[config.mk]
export PLATFORM = sky130hd
export DESIGN_NAME = bip_control_flat
export DESIGN_NICKNAME = d
export VERILOG_FILES = /design/src/rtl/bip_pkg.sv /design/src/rtl/bip_if.sv /design/src/rtl/bip_pc.sv /design/src/rtl/bip_control.sv /design/src/flat_wrapper.sv
export SDC_FILE = /design/constraint.sdc
export NUM_CORES = 1
export LEC_CHECK = 0
export CORE_MARGIN = 4
export CORE_UTILIZATION = 46
export CTS_BUF_LIST = sky130_fd_sc_hd__clkbuf_8 sky130_fd_sc_hd__clkbuf_16
export DETAILED_ROUTE_END_ITERATION = 12
export HOLD_SLACK_MARGIN = 0.05
export PLACE_DENSITY = 0.93
export SETUP_SLACK_MARGIN = 0.02
export SYNTH_ARGS = -nofsm -noshare
export SYNTH_HDL_FRONTEND = slang
export SYNTH_SLANG_ARGS = --single-unit
[constraint.sdc]
create_clock -name i_clock -period 2.5 [get_ports i_clock]
set_input_delay 0.5 -clock i_clock [delete_from_list [all_inputs] [get_ports i_clock]]
set_output_delay 0.5 -clock i_clock [all_outputs]
set_load 0.005 [all_outputs]
[src/rtl/bip_pkg.sv]
`default_nettype none
// ============================================================================
//  Module   : bip_pkg
//  Purpose  : Shared opcodes, accumulator-mux codes, FSM states and
//             instruction field positions for the BIP control unit.
//  Revision : 1.0 - initial release
// ============================================================================
package bip_pkg;

  // Instruction field positions: {opcode[15:11], operand[10:0]}
  localparam int OPCODE_MSB = 15;
  localparam int OPCODE_LSB = 11;
  localparam int OPERAND_LSB = 0;

  // Opcodes; every other value is executed as a NOP
  localparam logic [4:0] OP_HLT  = 5'b00000;
  localparam logic [4:0] OP_STO  = 5'b00001;
  localparam logic [4:0] OP_LD   = 5'b00010;
  localparam logic [4:0] OP_LDI  = 5'b00011;
  localparam logic [4:0] OP_ADD  = 5'b00100;
  localparam logic [4:0] OP_ADDI = 5'b00101;
  localparam logic [4:0] OP_SUB  = 5'b00110;
  localparam logic [4:0] OP_SUBI = 5'b00111;

  // Accumulator source select
  localparam logic [1:0] SEL_A_MEM = 2'b00;
  localparam logic [1:0] SEL_A_IMM = 2'b01;
  localparam logic [1:0] SEL_A_ALU = 2'b10;

  // Instruction sequencing states
  typedef enum logic [2:0] {
    ST_FETCH  = 3'd0,
    ST_DECODE = 3'd1,
    ST_EXEC   = 3'd2,
    ST_MEM    = 3'd3,
    ST_HALT   = 3'd4
  } state_t;

endpackage
`default_nettype wire

[src/rtl/bip_if.sv]
`default_nettype none
// ============================================================================
//  Module   : bip_if
//  Purpose  : Memory / datapath bus of the BIP control unit. The master side
//             is the control unit, the slave side is the memories+datapath.
//  Revision : 1.0 - initial release
// ============================================================================
interface bip_if #(
  parameter int NB_DATA            = 16,
  parameter int LOG2_N_INSMEM_ADDR = 11,
  parameter int LOG2_N_DATA_ADDR   = 10,
  parameter int NB_DATA_S_EXT      = 10,
  parameter int NB_SEL_A           = 2
);
  logic                          i_valid;
  logic [NB_DATA-1:0]            i_instruction;
  logic [LOG2_N_INSMEM_ADDR-1:0] o_insmem_addr;
  logic [LOG2_N_DATA_ADDR-1:0]   o_data_addr;
  logic                          o_rd_ram;
  logic                          o_wr_ram;
  logic [NB_DATA_S_EXT-1:0]      o_data_instruction;
  logic [NB_SEL_A-1:0]           o_sel_a;
  logic                          o_sel_b;
  logic                          o_wr_acc;
  logic                          o_op_code;
  logic                          o_halt;

  modport master (
    input  i_valid, i_instruction,
    output o_insmem_addr, o_data_addr, o_rd_ram, o_wr_ram, o_data_instruction,
           o_sel_a, o_sel_b, o_wr_acc, o_op_code, o_halt
  );

  modport slave (
    output i_valid, i_instruction,
    input  o_insmem_addr, o_data_addr, o_rd_ram, o_wr_ram, o_data_instruction,
           o_sel_a, o_sel_b, o_wr_acc, o_op_code, o_halt
  );
endinterface
`default_nettype wire

[src/rtl/bip_pc.sv]
`default_nettype none
// ============================================================================
//  Module   : bip_pc
//  Purpose  : Program counter with synchronous reset, increment enable and
//             wrap from the last instruction address back to zero.
//  Revision : 1.0 - initial release
// ============================================================================
module bip_pc #(
  parameter int N_INSMEM_ADDR      = 2048,
  parameter int LOG2_N_INSMEM_ADDR = 11
) (
  input  wire logic                          clk,
  input  wire logic                          rst,
  input  wire logic                          i_inc,
  output logic      [LOG2_N_INSMEM_ADDR-1:0] o_pc
);
  localparam logic [LOG2_N_INSMEM_ADDR-1:0] C_PC_LAST = LOG2_N_INSMEM_ADDR'(N_INSMEM_ADDR - 1);

  logic [LOG2_N_INSMEM_ADDR-1:0] r_pc;

  // PC advances once per decoded instruction, wrapping explicitly at the top
  always_ff @(posedge clk) begin
    if (rst) begin
      r_pc <= '0;
    end else if (i_inc) begin
      r_pc <= (r_pc == C_PC_LAST) ? '0 : r_pc + 1'b1;
    end
  end

  assign o_pc = r_pc;
endmodule
`default_nettype wire

[src/rtl/bip_control.sv]
`default_nettype none
// ============================================================================
//  Module   : bip_control
//  Purpose  : BIP CPU control unit: fetches instructions, holds the PC and IR,
//             and sequences the accumulator datapath and data memory.
//  Revision : 1.0 - initial release
// ============================================================================
module bip_control
  import bip_pkg::*;
#(
  parameter int NB_DATA            = 16,
  parameter int NB_OPCODE          = 5,
  parameter int NB_OPERAND         = 11,
  parameter int N_INSMEM_ADDR      = 2048,
  parameter int LOG2_N_INSMEM_ADDR = 11,
  parameter int LOG2_N_DATA_ADDR   = 10,
  parameter int NB_DATA_S_EXT      = 10,
  parameter int NB_SEL_A           = 2
) (
  input  wire logic i_clock,
  input  wire logic i_reset,
  bip_if.master     bus
);
  state_t                        r_state;
  state_t                        w_next;
  logic [NB_DATA-1:0]            r_ir;
  logic [NB_OPCODE-1:0]          w_opcode;
  logic [LOG2_N_INSMEM_ADDR-1:0] w_pc;
  logic                          w_pc_inc;
  logic                          w_strobe_en;
  logic                          w_rd, w_wr, w_wacc, w_sel_b, w_op, w_halt;
  logic [NB_SEL_A-1:0]           w_sel_a;
  logic                          w_unused_ir;

  assign w_opcode    = r_ir[OPCODE_MSB:OPCODE_LSB];
  assign w_unused_ir = ^r_ir[NB_OPERAND-1:LOG2_N_DATA_ADDR];
  assign w_pc_inc    = bus.i_valid && (r_state == ST_DECODE);
  // Strobes drop while stalled and during the reset cycle itself
  assign w_strobe_en = bus.i_valid && !i_reset;

  bip_pc #(
    .N_INSMEM_ADDR     (N_INSMEM_ADDR),
    .LOG2_N_INSMEM_ADDR(LOG2_N_INSMEM_ADDR)
  ) u_pc (
    .clk  (i_clock),
    .rst  (i_reset),
    .i_inc(w_pc_inc),
    .o_pc (w_pc)
  );

  // State register; i_valid=0 freezes the sequence
  always_ff @(posedge i_clock) begin
    if (i_reset) begin
      r_state <= ST_FETCH;
    end else if (bus.i_valid) begin
      r_state <= w_next;
    end
  end

  // Instruction register captures memory read data during DECODE
  always_ff @(posedge i_clock) begin
    if (i_reset) begin
      r_ir <= '0;
    end else if (w_pc_inc) begin
      r_ir <= bus.i_instruction;
    end
  end

  // Next-state and control decode from registered state and IR only
  always_comb begin
    w_next  = r_state;
    w_rd    = 1'b0;
    w_wr    = 1'b0;
    w_wacc  = 1'b0;
    w_sel_a = SEL_A_MEM;
    w_sel_b = 1'b0;
    w_op    = 1'b0;
    w_halt  = 1'b0;
    case (r_state)
      ST_FETCH:  w_next = ST_DECODE;
      ST_DECODE: w_next = ST_EXEC;
      ST_EXEC: begin
        w_next = ST_FETCH;
        case (w_opcode)
          OP_LDI: begin
            w_sel_a = SEL_A_IMM;
            w_wacc  = 1'b1;
          end
          OP_ADDI, OP_SUBI: begin
            w_sel_b = 1'b1;
            w_sel_a = SEL_A_ALU;
            w_op    = (w_opcode == OP_ADDI);
            w_wacc  = 1'b1;
          end
          OP_STO: w_wr = 1'b1;
          OP_LD, OP_ADD, OP_SUB: begin
            w_rd   = 1'b1;
            w_next = ST_MEM;
          end
          OP_HLT:  w_next = ST_HALT;
          default: w_next = ST_FETCH;
        endcase
      end
      ST_MEM: begin
        w_next = ST_FETCH;
        w_wacc = 1'b1;
        if (w_opcode != OP_LD) begin
          w_sel_a = SEL_A_ALU;
          w_op    = (w_opcode == OP_ADD);
        end
      end
      ST_HALT: w_halt = 1'b1;
      default: w_next = ST_FETCH;
    endcase
  end

  assign bus.o_insmem_addr      = w_pc;
  assign bus.o_data_addr        = r_ir[LOG2_N_DATA_ADDR-1:0];
  assign bus.o_data_instruction = r_ir[NB_DATA_S_EXT-1:0];
  assign bus.o_rd_ram           = w_rd && w_strobe_en;
  assign bus.o_wr_ram           = w_wr && w_strobe_en;
  assign bus.o_wr_acc           = w_wacc && w_strobe_en;
  assign bus.o_sel_a            = w_sel_a;
  assign bus.o_sel_b            = w_sel_b;
  assign bus.o_op_code          = w_op;
  assign bus.o_halt             = w_halt;
endmodule
`default_nettype wire

[src/flat_wrapper.sv]
// flat-port wrapper written by rule: the top's interface ports become plain ports
module bip_control_flat import bip_pkg::*;
#(
  parameter int NB_DATA            = 16,
  parameter int NB_OPCODE          = 5,
  parameter int NB_OPERAND         = 11,
  parameter int N_INSMEM_ADDR      = 2048,
  parameter int LOG2_N_INSMEM_ADDR = 11,
  parameter int LOG2_N_DATA_ADDR   = 10,
  parameter int NB_DATA_S_EXT      = 10,
  parameter int NB_SEL_A           = 2
)
  (i_clock, i_reset, bus_i_valid, bus_i_instruction, bus_o_insmem_addr, bus_o_data_addr, bus_o_rd_ram, bus_o_wr_ram, bus_o_data_instruction, bus_o_sel_a, bus_o_sel_b, bus_o_wr_acc, bus_o_op_code, bus_o_halt);
  bip_if #(.NB_DATA(NB_DATA), .LOG2_N_INSMEM_ADDR(LOG2_N_INSMEM_ADDR), .LOG2_N_DATA_ADDR(LOG2_N_DATA_ADDR), .NB_DATA_S_EXT(NB_DATA_S_EXT), .NB_SEL_A(NB_SEL_A)) bus_i ();
  input  wire logic i_clock;
  input  wire logic i_reset;
  input wire logic [$bits(bus_i.i_valid)-1:0] bus_i_valid;
  input wire logic [$bits(bus_i.i_instruction)-1:0] bus_i_instruction;
  output wire logic [$bits(bus_i.o_insmem_addr)-1:0] bus_o_insmem_addr;
  output wire logic [$bits(bus_i.o_data_addr)-1:0] bus_o_data_addr;
  output wire logic [$bits(bus_i.o_rd_ram)-1:0] bus_o_rd_ram;
  output wire logic [$bits(bus_i.o_wr_ram)-1:0] bus_o_wr_ram;
  output wire logic [$bits(bus_i.o_data_instruction)-1:0] bus_o_data_instruction;
  output wire logic [$bits(bus_i.o_sel_a)-1:0] bus_o_sel_a;
  output wire logic [$bits(bus_i.o_sel_b)-1:0] bus_o_sel_b;
  output wire logic [$bits(bus_i.o_wr_acc)-1:0] bus_o_wr_acc;
  output wire logic [$bits(bus_i.o_op_code)-1:0] bus_o_op_code;
  output wire logic [$bits(bus_i.o_halt)-1:0] bus_o_halt;
  assign bus_i.i_valid = bus_i_valid;
  assign bus_i.i_instruction = bus_i_instruction;
  assign bus_o_insmem_addr = bus_i.o_insmem_addr;
  assign bus_o_data_addr = bus_i.o_data_addr;
  assign bus_o_rd_ram = bus_i.o_rd_ram;
  assign bus_o_wr_ram = bus_i.o_wr_ram;
  assign bus_o_data_instruction = bus_i.o_data_instruction;
  assign bus_o_sel_a = bus_i.o_sel_a;
  assign bus_o_sel_b = bus_i.o_sel_b;
  assign bus_o_wr_acc = bus_i.o_wr_acc;
  assign bus_o_op_code = bus_i.o_op_code;
  assign bus_o_halt = bus_i.o_halt;
  bip_control #(.NB_DATA(NB_DATA), .NB_OPCODE(NB_OPCODE), .NB_OPERAND(NB_OPERAND), .N_INSMEM_ADDR(N_INSMEM_ADDR), .LOG2_N_INSMEM_ADDR(LOG2_N_INSMEM_ADDR), .LOG2_N_DATA_ADDR(LOG2_N_DATA_ADDR), .NB_DATA_S_EXT(NB_DATA_S_EXT), .NB_SEL_A(NB_SEL_A)) u_core (.i_clock(i_clock), .i_reset(i_reset), .bus(bus_i));
endmodule
After elaboration in Yosys (flattened, before gate mapping)
Cells that the tools add are included.
W data, S select, Z words.
Word-level totals
  bits in registers: 30
  latch bits: 0
  RAM bits: 0
  memory bits (read-only): 0
  bits of input ports: 19
  output and inout bits: 39
  word-level logic and storage cells: 48
  memories kept: 0
Cells by class
  $add $sub $neg: 1
  multiply operators: 0
  div/mod/pow operators: 0
  $lt $le $gt $ge: 0
  equal/unequal tests: 13
  shift-type cells: 0
  muxes and demuxes: 18
  bitwise operators: 1
  reduce and logical (&&, ||, !) cells: 12
Operators with widths (number)
  $eq A5 B3 Y1 const B: 4
  $pmux W3 S4: 1
  $add A11 B1 Y11 const B: 1
  $eq A11 B11 Y1 const B: 1
  $mux W11: 1
  $eq A5 B2 Y1 const B: 2
  $mux W1: 10
  $pmux W2 S2: 2
  $eq A3 B2 Y1 const B: 2
  $pmux W3 S2: 1
  $reduce_or A3 Y1: 2
  $eq A5 B1 Y1 const B: 1
  $logic_and A1 B1 Y1: 5
  $logic_not A5 Y1: 1
  $ne A5 B2 Y1 const B: 1
  $pmux W1 S2: 2
  $eq A3 B1 Y1 const B: 1
  $eq A3 B3 Y1 const B: 1
  $logic_not A3 Y1: 1
  $mux W2: 1
  $reduce_and A2 Y1: 1
  $reduce_or A2 Y1: 1
  $logic_not A1 Y1: 1
  $not A1 Y1: 1

Longest topological paths before layout
Gate-level depths: netlist (run 1).
  word-level depth: 5
  gate-level depth with buffers: 7
  mapped depth without buffers: 4

By module
A second synthesis (run 1) with hierarchy kept.
Second synthesis, totals
  cell total of the unflattened synthesis: 180
  area, all modules: 1529.0 um^2
By module, submodules not included
  bip_control: times used 1, cells each 125, area an instance 1032.2 um^2, sequential area each 360.3 um^2
  bip_pc: times used 1, cells each 55, area an instance 496.7 um^2, sequential area each 220.2 um^2

Worst setup path before layout (run 1)
OpenSTA, ideal clock, no wires.
  path kind: reg-to-output
  start point: reg u_core.r_state[2]
  end point: out bus_o_rd_ram
  data arrival time: 1248 ps
  data required time: 2000 ps
  setup slack: 752 ps
  cell stages (with the launch flop): 4
  path buffers: 0
  cell sequence: dfxtp_1 nor4b_4 or4b_1 nor2_1
On the way
  word-level cells in the longest chain between the ends: 3
RTL lines
  start, declared: line bip_control.sv:24  | state_t r_state;
  start signal, assigned: line bip_control.sv:56  | r_state <= w_next;
  $eq A3 B2 Y1: line bip_control.sv:79  | case (r_state)
  $mux W1: line bip_control.sv:79
  $logic_and A1 B1 Y1: line bip_control.sv:120  | assign bus.o_rd_ram = w_rd && w_strobe_en;
  end, declared: line flat_wrapper.sv:21  | output wire logic [$bits(bus_i.o_rd_ram)-1:0] bus_o_rd_ram;
No other way between the ends.

Worst setup path after layout (run 1)
  start point: reg u_core.r_ir[14]
  end point: out bus_o_rd_ram
On the way
  word-level cells in the longest chain between the ends: 5
  elaborated cells between the ends (all ways): 7
  classes of those cells: eq/ne (3); mux (2); reduce/logical (2)
RTL lines
  start, declared: line bip_control.sv:26  | logic [NB_DATA-1:0] r_ir;
  start signal, assigned: line bip_control.sv:65  | r_ir <= bus.i_instruction;
  $eq A5 B2 Y1 or $eq A5 B3 Y1 (tied branches): line bip_control.sv:84  | case (w_opcode)
  $reduce_or A3 Y1 (*): line bip_control.sv:84
  $mux W1 (*): line bip_control.sv:84
  $mux W1 (*): line bip_control.sv:79
  $logic_and A1 B1 Y1 (*): line bip_control.sv:120
Every way passes the cells marked *; elsewhere a longest branch is shown, timed or not.

==> flow_summary.yaml, run 1 <==
status:
  status: "complete, no violations"
cells_and_area:
  drive_gt1_frac: 0.126
  regArea_um2: 582
  final_common_cell: "clkdlybuf4s50_1"
  multi_input_area_um2: 727
  final_cells: 275
  final_cell_mix: "clkdlybuf4s50_1, nand2_1, dfxtp_1"
  area_growth_pct: 44.9
  stdcell_area_um2: 2120
  final_core_util: 0.695
  n_fill_cell: 250
  fin_nets: 250
  n_antenna_cell: 0
routing:
  route.vias.total: 1369
  wl_mm: 3.51
  drc_errors: 0
  drtPass1Iterations: 4
  viasPerCell: 4.98
  wire_per_inst_um: 12.7
  final_antenna_net_count: 0
  drtIter0Drc: 45
floorplan:
  ios: 58
  die_x_um: 64.4
  die_y_um: 64.4
  rows: 20
  dieArea_um2: 4150
  initial_core_util: 0.480
  core-area_um2: 3050
place:
  io_buffers: 56
  place_area_um2: 1960
  place_inst: 261
  hpwl_mm: 2.39
  place_congestion: 0.847
timing:
  fin_crit_sh: 0.947
  setup_tns_ns: 0
  drv_slew: 0
  hold_viol_final: 0
  worst_pin_slew_ns: 0.414
  max_freq_mhz: 423
  final-setup-viol-count: 0
  finalClockSkew_ns: 0.00491
  period_minus_slack_ns: 2.37
  relSlewSlack: 0.717
  rsz0062_at_grt: "false"
cts:
  cts_buffers: 5
  clk_path_buf_depth: 2
  htreeDepth: 2
  clock_sinks: 29
  clkTransAtPathRegs_ns: 0.06
  cts_tree: "done"
  holdBufCountCts: 0
  clkLatencyLatePin_ns: 0.27
  cts_root_buf: "clkbuf_8"
worst_setup_path:
  startpoint_type: "register"
  worstPathArrival_ns: 1.87
  cp_data_required_time_ns: 2.00
  r2r-start: "u_core.r_ir[14]"
  critPathLaunch: "u_core.r_ir[14]"
  path_max_fanout: 4
  end_kind: "primary output"
  path_class: "register to primary output"
  reg2reg_depth: 4
logic_synthesis:
  syn_nets: 204
  synthCells: 184
  synth.yosys.seq_area_share: 0.397
  synthArstFlopShare: 0
  synth_area_per_cell_um2: 7.96
  synth_cell_type_count: 34
  synth_area_leaders: "dfxtp_1, buf_4, nand2_1"
  synth_top_area_frac: 0.397
  ys.flop_type: "dfxtp_1"
  synth_edf_count: 0
  synth-seq-cells: 29
  synth_warnings: 0
  synth_top_area_cell: "dfxtp_1"
  synth_area_um2: 1460
global_routing:
  grt.busiest_layer: "met2"
  gr-total-overflow: 0
  track_usage: 0.179
  met3_usage: 0.0572
  use_met1: 0.207
  grt_first_pass_wirelength_mm: 5.93
  antenna_found_initial: 0
  grt_max_degree: 26
  grt_pass1_vias: 1299
  use_met2: 0.320
pwr:
  p_per_area_nw_per_um2: 468
  peakVddDrop_mv: 0.409
  p_total_mw: 0.993
  p_leak_nw: 0.840
min_path:
  hp-class: "register to register"
  hold_depth: 2
  min_from: "u_core.r_ir[1]"
run:
  maxCapViolations: 0
-- power by group --
part	internal (mW)	total, mW	switching (mW)	leakage (nW)
clock	0.188	0.355	0.167	0.0491
combinational	0.0854	0.144	0.0581	0.556
sequential	0.477	0.495	0.0177	0.235
-- per-stage QoR --
step | hold slack [ns] | setup WS (ns)
5_1_grt | 0.503 | 0.0601
6_report | 0.471 | 0.134
3_3_place_gp | 0.455 | 0.153
3_5_place_dp | 0.463 | 0.148
4_1_cts | 0.471 | 0.0202
2_1_floorplan | 0.450 | 0.752
-- Yosys cell counts (2+ instances only) --
cell,count
buf_4,20
and3_1,3
and2_1,2
xor2_1,10
nand3_1,4
nand4_1,6
nor3_1,3
nand2b_1,2
dfxtp_1,29
nor2_1,15
clkbuf_1,8
nand2_1,36
nor3b_1,2
buf_2,2
and4_1,2
a21oi_1,22
-- critical path, cell delays in order, from the launching register on --
cell and delay [ns]:
dfxtp_1 0.34, nor4b_4 0.37, or4b_4 0.53, nor2_1 0.11
dlygate4sd2_1 0.24
-- layer usage --
metal | vias to the layer above | routed length [um]
met5 | - | 0
met1 | 631 | 1490
met3 | 6 | 239
li1 | 689 | -
met4 | 0 | 28
met2 | 43 | 1750
-- layout make-up --
cell class,count,area share
multi-input combinational,123,0.343
timing repair buffer,70,0.316
sequential,29,0.274
clock buffer,5,0.0324
tap,44,0.0260
clock inverter,3,0.00649
inverter,1,0.00177
-- kinds of logic (layout without fill, tap and decap cells) --
family | Yosys count | in the layout | share of synthesized area
AND/OR/NAND/NOR | 85 | 85 | 0.301
buffers and inverters | 32 | 79 | 0.135
flip-flops | 29 | 29 | 0.397
AO/OA/AOI/OAI | 27 | 27 | 0.0992
XOR/XNOR | 10 | 10 | 0.0598
adder cells (fa/ha/maj) | 1 | 1 | 0.00855
-- registers in the layout, indices dropped and copies added, names as in the netlist --
register and flops:
u_core.u_pc.o_pc 11, u_core.r_ir 15, u_core.r_state 3
-- worst paths after layout --
path / to / slack, ns
worst max-delay path: bus_o_rd_ram / 0.13
worst max register to register: u_core.r_state[0] / 0.64
worst min-delay path: u_core.r_ir[1] / 0.47
worst min register to register: u_core.r_ir[1] / 0.47
-- repair_timing --
action,CTS,global route
pin swaps,1,2
endpoints found under the setup margin,3,3
buffers inserted,5,1
gates resized for setup,6,6
(Power assumes the default switching activity.)
==> inputs of run 2 (changes only) <==
Settings changed: HOLD_SLACK_MARGIN 0.05 to 0.08.
==> results of run 2 <==
Final layout, timing and power as in run 1 (identical DEF).
